$ cat src/rtl/hazard_stall_ctrl_pkg.sv
// Shared encodings for the hazard stall controller.
// Opcode, forwarding-select and FSM state constants.
package hazard_stall_ctrl_pkg;

    localparam logic [5:0] OP_BEQ = 6'b000100;

    localparam logic [1:0] FWD_RF    = 2'b00;
    localparam logic [1:0] FWD_EXMEM = 2'b01;
    localparam logic [1:0] FWD_MEMWB = 2'b10;

    localparam logic [0:0] ST_RUN   = 1'b0;
    localparam logic [0:0] ST_STALL = 1'b1;

endpackage

$ cat src/rtl/hazard_need_calc.sv
// Combinational bubble count for the instruction in ID.
// Table selected by HAZ_FWD_EN (forwarding) or the no-forwarding default.
module hazard_need_calc
    import hazard_stall_ctrl_pkg::*;
#(
    parameter int REG_AW   = 5,
    parameter int OP_W     = 6,
    parameter int LOAD_LAT = 1,
    parameter int NW       = 2
) (
    input  logic [OP_W-1:0]   opcode,
    input  logic [REG_AW-1:0] rs,
    input  logic [REG_AW-1:0] rt,
    input  logic              uses_rt,
    input  logic              id_ex_rw,
    input  logic              id_ex_mr,
    input  logic [REG_AW-1:0] id_ex_dst,
    input  logic              ex_mem_rw,
    input  logic              ex_mem_mr,
    input  logic [REG_AW-1:0] ex_mem_dst,
    output logic [NW-1:0]     need
);

    localparam logic [NW-1:0] N_L1 = NW'(LOAD_LAT + 1);
    localparam logic [NW-1:0] N_L0 = NW'(LOAD_LAT);
    localparam logic [NW-1:0] N_LM = NW'(LOAD_LAT - 1);

    logic          m1;
    logic          m2;
    logic [NW-1:0] n1;
    logic [NW-1:0] n2;

    assign m1 = id_ex_rw && (id_ex_dst != '0) &&
                ((id_ex_dst == rs) || (uses_rt && id_ex_dst == rt));
    assign m2 = ex_mem_rw && (ex_mem_dst != '0) &&
                ((ex_mem_dst == rs) || (uses_rt && ex_mem_dst == rt));

`ifdef HAZ_FWD_EN
    logic br;
    assign br = (opcode == OP_W'(OP_BEQ));

    always_comb begin
        n1 = '0;
        n2 = '0;
        if (m1) begin
            if (id_ex_mr) n1 = br ? N_L1 : N_L0;
            else          n1 = br ? NW'(1) : '0;
        end
        if (m2 && ex_mem_mr) n2 = br ? N_L0 : N_LM;
    end
`else
    logic unused_calc;
    assign unused_calc = ^{opcode, id_ex_mr, ex_mem_mr, N_LM};

    always_comb begin
        n1 = m1 ? N_L1 : '0;
        n2 = m2 ? N_L0 : '0;
    end
`endif

    assign need = (n1 > n2) ? n1 : n2;

endmodule

$ cat src/rtl/hazard_stall_ctrl.sv
// Counted multi-cycle hazard stall controller with freeze and stall counter.
// Define HAZ_FWD_EN to enable forwarding selects and the forwarding bubble table.
module hazard_stall_ctrl
    import hazard_stall_ctrl_pkg::*;
#(
    parameter int REG_AW   = 5,
    parameter int OP_W     = 6,
    parameter int LOAD_LAT = 1,
    parameter int CNT_W    = 32
) (
    input  logic              clk,
    input  logic              rst,
    input  logic [OP_W-1:0]   Opcode,
    input  logic [REG_AW-1:0] IF_ID_RegRs,
    input  logic [REG_AW-1:0] IF_ID_RegRt,
    input  logic              ID_Uses_Rt,
    input  logic [REG_AW-1:0] ID_EX_RegRs,
    input  logic [REG_AW-1:0] ID_EX_RegRt,
    input  logic              ID_EX_RW,
    input  logic              ID_EX_MR,
    input  logic [REG_AW-1:0] ID_EX_RegDst,
    input  logic              EX_MEM_RW,
    input  logic              EX_MEM_MR,
    input  logic [REG_AW-1:0] EX_MEM_RegDst,
    input  logic              MEM_WB_RW,
    input  logic [REG_AW-1:0] MEM_WB_RegDst,
    input  logic              Mem_Busy,
    input  logic              Branch_Taken,
    output logic              IF_ID_Write_Zero,
    output logic              PC_Sub_4,
    output logic              Ctrl_0,
    output logic              IF_ID_Flush,
    output logic              Pipe_Freeze,
    output logic [CNT_W-1:0]  Stall_Cycles,
    output logic [1:0]        ForwardA,
    output logic [1:0]        ForwardB,
    output logic              ForwardBrA,
    output logic              ForwardBrB
);

    localparam int NW = $clog2(LOAD_LAT + 2);

    logic [NW-1:0] need;
    logic [NW-1:0] cnt;
    logic [0:0]    state;
    logic          hold;

    hazard_need_calc #(
        .REG_AW  (REG_AW),
        .OP_W    (OP_W),
        .LOAD_LAT(LOAD_LAT),
        .NW      (NW)
    ) u_need (
        .opcode    (Opcode),
        .rs        (IF_ID_RegRs),
        .rt        (IF_ID_RegRt),
        .uses_rt   (ID_Uses_Rt),
        .id_ex_rw  (ID_EX_RW),
        .id_ex_mr  (ID_EX_MR),
        .id_ex_dst (ID_EX_RegDst),
        .ex_mem_rw (EX_MEM_RW),
        .ex_mem_mr (EX_MEM_MR),
        .ex_mem_dst(EX_MEM_RegDst),
        .need      (need)
    );

    always_comb begin
        hold        = 1'b0;
        Pipe_Freeze = 1'b0;
        IF_ID_Flush = 1'b0;
        if (!rst) begin
            if (Mem_Busy) Pipe_Freeze = 1'b1;
            else if (state == ST_STALL || need != '0) hold = 1'b1;
            else if (Branch_Taken) IF_ID_Flush = 1'b1;
        end
    end

    assign IF_ID_Write_Zero = hold;
    assign PC_Sub_4         = hold;
    assign Ctrl_0           = hold;

    // Memory busy freezes state and remaining count alike.
    always_ff @(posedge clk or posedge rst) begin
        if (rst) begin
            state <= ST_RUN;
            cnt   <= '0;
        end else if (!Mem_Busy) begin
            if (state == ST_RUN) begin
                if (need != '0) begin
                    cnt   <= need - NW'(1);
                    state <= (need > NW'(1)) ? ST_STALL : ST_RUN;
                end
            end else begin
                cnt <= cnt - NW'(1);
                if (cnt == NW'(1)) state <= ST_RUN;
            end
        end
    end

    always_ff @(posedge clk or posedge rst) begin
        if (rst) begin
            Stall_Cycles <= '0;
        end else if ((hold || Pipe_Freeze) && Stall_Cycles != '1) begin
            Stall_Cycles <= Stall_Cycles + CNT_W'(1);
        end
    end

`ifdef HAZ_FWD_EN
    logic exm_alu;
    logic wb_ok;
    assign exm_alu = EX_MEM_RW && !EX_MEM_MR && EX_MEM_RegDst != '0;
    assign wb_ok   = MEM_WB_RW && MEM_WB_RegDst != '0;

    always_comb begin
        ForwardA   = FWD_RF;
        ForwardB   = FWD_RF;
        ForwardBrA = 1'b0;
        ForwardBrB = 1'b0;
        if (!rst) begin
            if (exm_alu && EX_MEM_RegDst == ID_EX_RegRs)
                ForwardA = FWD_EXMEM;
            else if (wb_ok && MEM_WB_RegDst == ID_EX_RegRs)
                ForwardA = FWD_MEMWB;
            if (exm_alu && EX_MEM_RegDst == ID_EX_RegRt)
                ForwardB = FWD_EXMEM;
            else if (wb_ok && MEM_WB_RegDst == ID_EX_RegRt)
                ForwardB = FWD_MEMWB;
            ForwardBrA = exm_alu && EX_MEM_RegDst == IF_ID_RegRs;
            ForwardBrB = exm_alu && ID_Uses_Rt &&
                         EX_MEM_RegDst == IF_ID_RegRt;
        end
    end
`else
    logic unused_fwd;
    assign unused_fwd = ^{ID_EX_RegRs, ID_EX_RegRt, MEM_WB_RW,
                          MEM_WB_RegDst, FWD_EXMEM, FWD_MEMWB};
    assign ForwardA   = FWD_RF;
    assign ForwardB   = FWD_RF;
    assign ForwardBrA = 1'b0;
    assign ForwardBrB = 1'b0;
`endif

endmodule

$ cat config.mk
export PLATFORM = sky130hd
export DESIGN_NAME = hazard_stall_ctrl
export DESIGN_NICKNAME = d
export VERILOG_FILES = /design/src/rtl/hazard_stall_ctrl_pkg.sv /design/src/rtl/hazard_need_calc.sv /design/src/rtl/hazard_stall_ctrl.sv
export SDC_FILE = /design/constraint.sdc
export NUM_CORES = 1
export LEC_CHECK = 0
export CELL_PAD_IN_SITES_DETAIL_PLACEMENT = 1
export CELL_PAD_IN_SITES_GLOBAL_PLACEMENT = 1
export CORE_UTILIZATION = 35
export CTS_BUF_LIST = sky130_fd_sc_hd__clkbuf_2 sky130_fd_sc_hd__clkbuf_4 sky130_fd_sc_hd__clkbuf_8
export CTS_CLUSTER_SIZE = 25
export DETAILED_ROUTE_END_ITERATION = 6
export GPL_TIMING_DRIVEN = 0
export PLACE_DENSITY = 0.86
export REMOVE_ABC_BUFFERS = 1
export SYNTH_ARGS = -nofsm -noshare
export SYNTH_HDL_FRONTEND = slang
export SYNTH_SLANG_ARGS = --single-unit
$ cat constraint.sdc
create_clock -name clk -period 7.1 [get_ports clk]
set_clock_uncertainty 0.2 [all_clocks]
set_input_delay 1.065 -clock clk [delete_from_list [all_inputs] [get_ports clk]]
set_output_delay 1.065 -clock clk [all_outputs]
set_load 0.1 [all_outputs]
# --- Yosys cells after proc, flatten, opt, wreduce, memory -nomap -nowiden ---
# Index checks and enable logic that the tools add are counted.
op_classes:
  n_eq_ne: 6
  muxes: 18
  bitwise: 1
  add_sub_neg: 3
  magnitude_cmp: 2
  n_reduce_logical: 16
op_table:
  columns: ["op", "count"]
  rows:
  - ["32-bit by 1-bit adder with 32-bit output (second input constant)", 1]
  - ["32-bit != test (second input constant)", 1]
  - ["5-bit equality test", 4]
  - ["1-bit 2-to-1 mux", 14]
  - ["5-bit nonzero test", 2]
  - ["2-bit 2-to-1 mux", 4]
  - ["1-bit logical AND", 7]
  - ["1-bit logical OR", 4]
  - ["2-bit nonzero test", 2]
  - ["2-bit by 1-bit subtractor with 2-bit output (second input constant)", 2]
  - ["2-bit by 1-bit equality test with 1-bit output (second input constant)", 1]
  - ["2-bit by 1-bit > comparator with 1-bit output (second input constant)", 1]
  - ["2-bit > comparator", 1]
  - ["2-bit AND reduction", 1]
  - ["1-bit inverter", 1]
word_totals:
  word_cells: 49
  regBits: 35
  inputBits: 51
  out_inout_bits: 43

# --- Logic depth before layout (Yosys ltp) ---
# Gate-level depths: netlist of the first run.
depth:
  ltp_word: 14
  ltp_mapped: 8
  mapped_depth_nobuf: 7

# --- Cells and area by module ---
# Synthesis of the first run repeated with hierarchy kept, for this count alone.
hier_totals:
  cells_unflattened: 219
  area_unflattened_um2: 2215.9
by_module_without_submodules:
  columns: ["mod", "cells_per_inst", "instances", "area_each_um2", "seq_area_each_um2"]
  rows:
  - ["hazard_stall_ctrl", 184, 1, 1944.4, 875.8]
  - ["hazard_need_calc", 35, 1, 271.5, 0.0]

# --- Worst setup path after synthesis of the first run ---
# Ideal clock, no wire load.
synth_timing:
  kind: "input to output"
  start: "input port IF_ID_RegRs[4]"
  end: "output port IF_ID_Write_Zero"
  t_arrival_ps: 4471
  required_time_ps: 5835
  n_path_buf: 1
  slack_ps: 1364
  stages: 6
  cell_sequence: "xnor2_1 -> nand3_1 -> o22ai_1 -> a221oi_1 -> nor3_1 -> buf_4"
synth_via:
  elab_chain_len: 11
  word_cells_on_any_way: 15
  cone_classes: "order compare: 1; eq/ne: 2; mux: 6; reduce/logical: 6"
synth_lines:
  columns: ["item", "line", "source"]
  rows:
  - ["start: declaration", "hazard_stall_ctrl.sv:14", "input logic [REG_AW-1:0] IF_ID_RegRs,"]
  - ["5-bit equality test, on equally long branches", "hazard_need_calc.sv:34, hazard_need_calc.sv:36", null]
  - ["1-bit logical OR, on equally long branches", "hazard_need_calc.sv:34, hazard_need_calc.sv:36", null]
  - ["1-bit logical AND, on equally long branches", "hazard_need_calc.sv:33, hazard_need_calc.sv:35", null]
  - ["2-bit 2-to-1 mux / 1-bit 2-to-1 mux (equally long branches)", "hazard_need_calc.sv:56, hazard_need_calc.sv:57", null]
  - ["2-bit > comparator", "hazard_need_calc.sv:61", "assign need = (n1 > n2) ? n1 : n2;"]
  - ["2-bit 2-to-1 mux *", "hazard_need_calc.sv:61", null]
  - ["2-bit nonzero test *", "hazard_stall_ctrl.sv:73", "else if (state == ST_STALL || need != '0) hold = 1'b1;"]
  - ["1-bit logical OR *", "hazard_stall_ctrl.sv:73", null]
  - ["1-bit 2-to-1 mux *", "hazard_stall_ctrl.sv:73", null]
  - ["1-bit 2-to-1 mux *", "hazard_stall_ctrl.sv:72", "if (Mem_Busy) Pipe_Freeze = 1'b1;"]
  - ["1-bit 2-to-1 mux *", "hazard_stall_ctrl.sv:71", "if (!rst) begin"]
  - ["end: declaration", "hazard_stall_ctrl.sv:29", "output logic IF_ID_Write_Zero,"]
# Mark *: on every way between the ends. The rest lies on a longest branch, timed or not.

# --- Worst setup path after layout of the first run ---
layout_timing:
  start: "input port rst"
  end: "output port IF_ID_Flush"
layout_via:
  elab_chain_len: 1
layout_lines:
  columns: ["item", "line", "source"]
  rows:
  - ["start: declaration", "hazard_stall_ctrl.sv:12", "input logic rst,"]
  - ["1-bit 2-to-1 mux", "hazard_stall_ctrl.sv:71", null]
  - ["end: declaration", "hazard_stall_ctrl.sv:32", "output logic IF_ID_Flush,"]
# Every way passes these cells.

==> results of run 1 <==
state kept, by name (all words and copies together), names as in the netlist:
signal,count
Stall_Cycles,32
state,1
cnt,2
power by group:
group	switching (mW)	internal (mW)	total, mW
registers	0.0361	0.228	0.264
logic	0.279	0.101	0.380
clock network	0.0774	0.0925	0.170
total	0.393	0.421	0.814
cells by family after synthesis:
logic type | Yosys count
AOI/OAI and AO/OA | 45
xor gates and xnor gates | 49
adders and majority gates | 2
buffers and inverters | 23
DFF | 35
muxes | 3
other | 1
and+or+nand+nor | 82
final timing paths:
check | from | cells past startpoint | slack (ns) | endpoint
worst max register to register | Stall_Cycles[18]$_DFFE_PP0P_ | 6 | 4.06 | Stall_Cycles[14]$_DFFE_PP0P_
worst min-delay path | Stall_Cycles[27]$_DFFE_PP0P_ | 1 | 0.29 | Stall_Cycles[27]$_DFFE_PP0P_
worst max-delay path | rst | 4 | 1.56 | IF_ID_Flush
worst min register to register | Stall_Cycles[27]$_DFFE_PP0P_ | 1 | 0.29 | Stall_Cycles[27]$_DFFE_PP0P_
min in group asynchronous | rst | 2 | 1.59 | Stall_Cycles[12]$_DFFE_PP0P_
max in group asynchronous | rst | 2 | 4.68 | Stall_Cycles[5]$_DFFE_PP0P_
through the flow:
step,hold WS [ns],util,cells
after global routing,0.314,0.495,374
final,0.294,0.495,374
after floorplan,0.355,-,228
after detailed placement,0.287,0.478,366
after CTS,0.299,0.495,374
after global placement,0.275,0.478,366
cell type report:
| type | count | area [µm²] | area share |
|---|---|---|---|
| clock buffer | 8 | 104 | 0.0346 |
| timing repair buffer | 63 | 631 | 0.210 |
| inverter | 6 | 23.8 | 0.00792 |
| tap | 75 | 93.8 | 0.0313 |
| multi-input combinational | 187 | 1270 | 0.425 |
| sequential | 35 | 876 | 0.292 |
synth_stat cells (all sizes together):
cell	instances	area share
a2111oi	1	0.0039
a211oi	1	0.0033
a21o	1	0.0033
a21oi	3	0.0067
a221o	1	0.0044
a221oi	1	0.0039
a31oi	2	0.0056
and2	2	0.0056
and3	9	0.025
and4	5	0.019
buf	12	0.035
clkbuf	5	0.0083
clkinv	1	0.0017
conb	1	0.0017
dfrtp	35	0.39
ha	2	0.011
inv	5	0.0083
mux2	2	0.012
mux2i	1	0.0044
nand2	15	0.025
nand3	13	0.029
nand4	4	0.011
nor2	10	0.017
nor2b	1	0.0028
nor3	3	0.0067
nor4	10	0.034
nor4b	5	0.019
o2111ai	4	0.016
o211ai	7	0.023
o21a	2	0.0067
o21ai	19	0.042
o22ai	2	0.0056
o31a	1	0.0039
or2	1	0.0028
or3	2	0.0056
or4	2	0.0067
xnor2	47	0.18
xor2	2	0.0078
routing by layer:
metal  global-route usage  up-vias  routed length, µm
met2                0.349       36               3140
met5                    0        -                  0
li1                     -      977                  -
met3               0.0330        7                154
met4               0.0509        0                 71
met1                0.280      996               3020
==> impl_metrics.toml, run 1 <==
[worst_setup_path]
critPathMaxStageDelay_ns = 0.97
critPathBufInv = 3
critPathMaxFanout = 42
crit_required_ns = 5.83
critPathKind = "in -> out"
worstPathArrival_ns = 4.28
cp_cell_sequence = "clkdlybuf4s50_1 > clkinv_2 > and4_1 > clkdlybuf4s50_1"
crit_family = "buffers and inverters"
end_kind = "primary output"
critPathMostFrequentCell = "clkdlybuf4s50_1"
startpoint_type = "input pin"
critical_path.slowest_cell = "clkdlybuf4s50_1"

[cts]
hold_buffers = 0
numClockSinks = 35
clk_pin_slew_ns = 0.08
cts_setup_buffers = 0
cts_root_buffer = "clkbuf_8"
numCtsBuffers = 5
clock_path_buffers = 2
cts_tree = "done"
insertion_delay_ns = 0.30
cts_max_level = 2
cts-resized-gates = 0

[final_layout]
postLayoutCellArea_um2 = 3000
nets = 351
n_antenna_cell = 0
drive_gt1_frac = 0.0435
most-common-layout-cells = "clkdlybuf4s50_1, xnor2_1, dfrtp_1"
syn2layout_area_growth_pct = 33.3
fillers = 677
layout_commonest_cell = "clkdlybuf4s50_1"

[power_and_ir_drop]
irDropWorstVdd_mv = 0.292
power_density_nw_per_um2 = 271
finalPower_mw = 0.814
p_leak_nw = 1.13

[timing]
fin_ws_ns = 1.56
slew_violations = 0
worst_pin_slew_ns = 1.18
setup_viol = 0
period_share = 0.780
rsz0062_at_grt = "no"
finalCriticalPeriod_ns = 5.54
fmax_ghz = 0.180
fin_setup_tns_ns = 0
finalHoldViolCount = 0
slew_headroom = 0.208

[detailed_routing]
drt-initial-drc-count = 95
drtAntennaViolNets = 0
wirelength_um = 6380
wl_per_cell_um = 17.1
route.detailed.drc = 0
drtPass1Iterations = 4
avgViaCountPerCell = 5.39
num_vias = 2016

[global_route]
grt_overflow = 0
grt_use_total = 0.209
grt_start_max_net_pins = 43
grt_pass1_wl_um = 10600
first_global_vias = 2100
antenna_found_initial = 0

[die]
dieArea_um2 = 6760
core-area_um2 = 6060
fp.dieH_um = 82.2
die_w_um = 82.2
initial_utilization = 0.372
pin_count = 94
row_count = 28

[synth]
synth_cell_type_count = 43
synth_top_family_by_area = "simple AND/OR/NAND/NOR gates"
synth.cell_area_um2 = 2250
seq_area_frac_synth = 0.389
avgSynthCellArea_um2 = 9.38
ys_ff_latch = 35
synth-compound-area-share = 0.128
synth_xor_area_frac = 0.191
ys_warn_count = 0
yosys.area_share.simple = 0.210
synthAdderAreaFrac = 0.0111
synthCells = 240
muxShareOfSynthArea = 0.0161

[place]
dp_hpwl_um = 4560
io_buffers = 63
dp_slack_ns = 1.53
gp_congestion = 0.805
placed_area_um2 = 2900

[flow_run]
drv_cap = 0

[min_path]
hp-class = "reg -> reg"

[run_status]
status = "finished clean"
Power figures use the tool's default switching activity.
==> run 2, diff against run 1 <==
--- a/config.mk
+++ b/config.mk
@@ -7,12 +7,12 @@
 export LEC_CHECK = 0
 export CELL_PAD_IN_SITES_DETAIL_PLACEMENT = 1
 export CELL_PAD_IN_SITES_GLOBAL_PLACEMENT = 1
-export CORE_UTILIZATION = 35
+export CORE_UTILIZATION = 32
 export CTS_BUF_LIST = sky130_fd_sc_hd__clkbuf_2 sky130_fd_sc_hd__clkbuf_4 sky130_fd_sc_hd__clkbuf_8
 export CTS_CLUSTER_SIZE = 25
 export DETAILED_ROUTE_END_ITERATION = 6
 export GPL_TIMING_DRIVEN = 0
-export PLACE_DENSITY = 0.86
+export PLACE_DENSITY = 0.79
 export REMOVE_ABC_BUFFERS = 1
 export SYNTH_ARGS = -nofsm -noshare
 export SYNTH_HDL_FRONTEND = slang
==> constraint.sdc (replaced) <==
create_clock -name clk -period 5.7 [get_ports clk]
set_clock_uncertainty 0.2 [all_clocks]
set_input_delay 0.855 -clock clk [delete_from_list [all_inputs] [get_ports clk]]
set_output_delay 0.855 -clock clk [all_outputs]
set_load 0.1 [all_outputs]
==> run 2 against run 1 <==
Net effect: clock power rose by 9%; hold slack got worse by 0.0052 ns; die area rose by 9.1%; cell area rose by 0.37%; via count rose by 1.2%; critical endpoint unchanged; utilization fell by 5.2 points; count of clock-buffer cells in the layout fell by 1; sequential cell count did not move; first-iteration DRC count fell by 15%.
==> impl_metrics.toml, run 2 (synthesis results as in run 1) <==
[cts]
numClockSinks = 35
cts_root_buffer = "clkbuf_8"
numCtsBuffers = 5
cts-resized-gates = 0
insertion_delay_ns = 0.28
cts_max_level = 2
cts_tree = "done"
cts_setup_buffers = 0
hold_buffers = 0
clk_pin_slew_ns = 0.07
clock_path_buffers = 2

[timing]
finalCriticalPeriod_ns = 5.16
setup_viol = 0
fmax_ghz = 0.194
slew_headroom = 0.219
finalHoldViolCount = 0
worst_pin_slew_ns = 1.17
rsz0062_at_grt = "no"
hold_ws_ns = 0.289
slew_violations = 0
period_share = 0.905

[final_layout]
largest_register_ff_count = 32
largest_register = "Stall_Cycles"
layout_commonest_cell = "clkdlybuf4s50_1"
fillers = 768
ff_latch_area_um2 = 876
reg_top3 = "Stall_Cycles x32, cnt x2, state x1"
most-common-layout-cells = "clkdlybuf4s50_1, xnor2_1, dfrtp_1"
multi_input_area_um2 = 1270
drive_gt1_frac = 0.0435
fin_cells = 395
fin_util = 0.444
postLayoutCellArea_um2 = 3010
n_antenna_cell = 0
nets = 351
syn2layout_area_growth_pct = 33.8

[die]
dieArea_um2 = 7380
core-area_um2 = 6790
fp.dieH_um = 85.9
row_count = 30
initial_utilization = 0.331
die_w_um = 85.9
pin_count = 94

[place]
placed_area_um2 = 2930
io_buffers = 63
dp_hpwl_um = 4630
gp_congestion = 0.807
place_inst = 387

[detailed_routing]
drt-initial-drc-count = 81
met2_length_um = 3230
avgViaCountPerCell = 5.17
wl_met3_um = 184
dr.max_layer_used = "met4"
num_vias = 2041
drtAntennaViolNets = 0
drtPass1Iterations = 4
wl_met1_um = 2880
wl_per_cell_um = 16.1
route.detailed.drc = 0
wirelength_um = 6380

[global_route]
grt_start_max_net_pins = 43
grt_pass1_wl_um = 10500
grt_overflow = 0
first_global_vias = 2066
antenna_found_initial = 0
grt_use_total = 0.182

[worst_setup_path]
critPathBufInv = 3
critical_path.slowest_cell = "clkdlybuf4s50_1"
critPathKind = "in -> out"
critPathMostFrequentCell = "clkdlybuf4s50_1"
worstPathArrival_ns = 4.10
cp_num_cells = 4
startpoint_type = "input pin"
reg2regPathDepth = 7
critPathMaxStageDelay_ns = 0.98
crit_family = "buffers and inverters"
crit_required_ns = 4.64
critPathMaxFanout = 42
cp_cell_sequence = "clkdlybuf4s50_1 > clkinv_2 > and4_1 > clkdlybuf4s50_1"
startpoint = "rst"
rr_startpoint = "Stall_Cycles[0]$_DFFE_PP0P_"
end_kind = "primary output"

[power_and_ir_drop]
power_density_nw_per_um2 = 326
p_leak_nw = 1.12
finalPower_mw = 0.984
irDropWorstVdd_mv = 0.127

[run_status]
status = "finished clean"

[min_path]
hold_start = "Stall_Cycles[31]$_DFFE_PP0P_"
min_path_cells = 1
hp-class = "reg -> reg"

[flow_run]
drv_cap = 0
-- run 2: cell types whose count changed in the layout (fill, tap and decap cells not counted) --
cell,change
clkinv_2,+1
clkbuf_4,+1
clkbuf_8,-2
-- run 2: power breakdown --
group	switching (mW)	internal, mW	total, mW
Combinational	0.343	0.125	0.468
Sequential	0.0465	0.283	0.330
Clock	0.0904	0.0954	0.186
-- run 2: layout make-up --
class                           count  share of cell area
Clock inverter                      1             0.00166
Timing Repair Buffer               63               0.209
Sequential cell                    35               0.291
Inverter                            6             0.00789
Clock buffer                        7              0.0278
Tap cell                           96              0.0399
Multi-Input combinational cell    187               0.423
-- run 2: final timing paths --
check | to | slack [ns]
worst max-delay path | IF_ID_Flush | 0.54
worst min-delay path | Stall_Cycles[31]$_DFFE_PP0P_ | 0.29
worst max register to register | Stall_Cycles[22]$_DFFE_PP0P_ | 2.61
worst min register to register | Stall_Cycles[31]$_DFFE_PP0P_ | 0.29
max in group asynchronous | cnt[0]$_DFFE_PP0P_ | 3.44
min in group asynchronous | Stall_Cycles[0]$_DFFE_PP0P_ | 1.39
-- run 2: layer usage --
metal / up-vias / GRT usage
met4: 0 / 0.0530
met5: - / 0
met3: 9 / 0.0318
li1: 970 / -
met1: 1020 / 0.237
met2: 42 / 0.311
-- run 2: metrics by stage --
stage / TNS [ns] / setup WS [ns]
6_report: 0 / 0.544
5_1_grt: 0 / 0.306
4_1_cts: 0 / 0.509
3_5_place_dp: 0 / 0.509
3_3_place_gp: -0.298 / -0.298
2_1_floorplan: -8.64 / -2.88
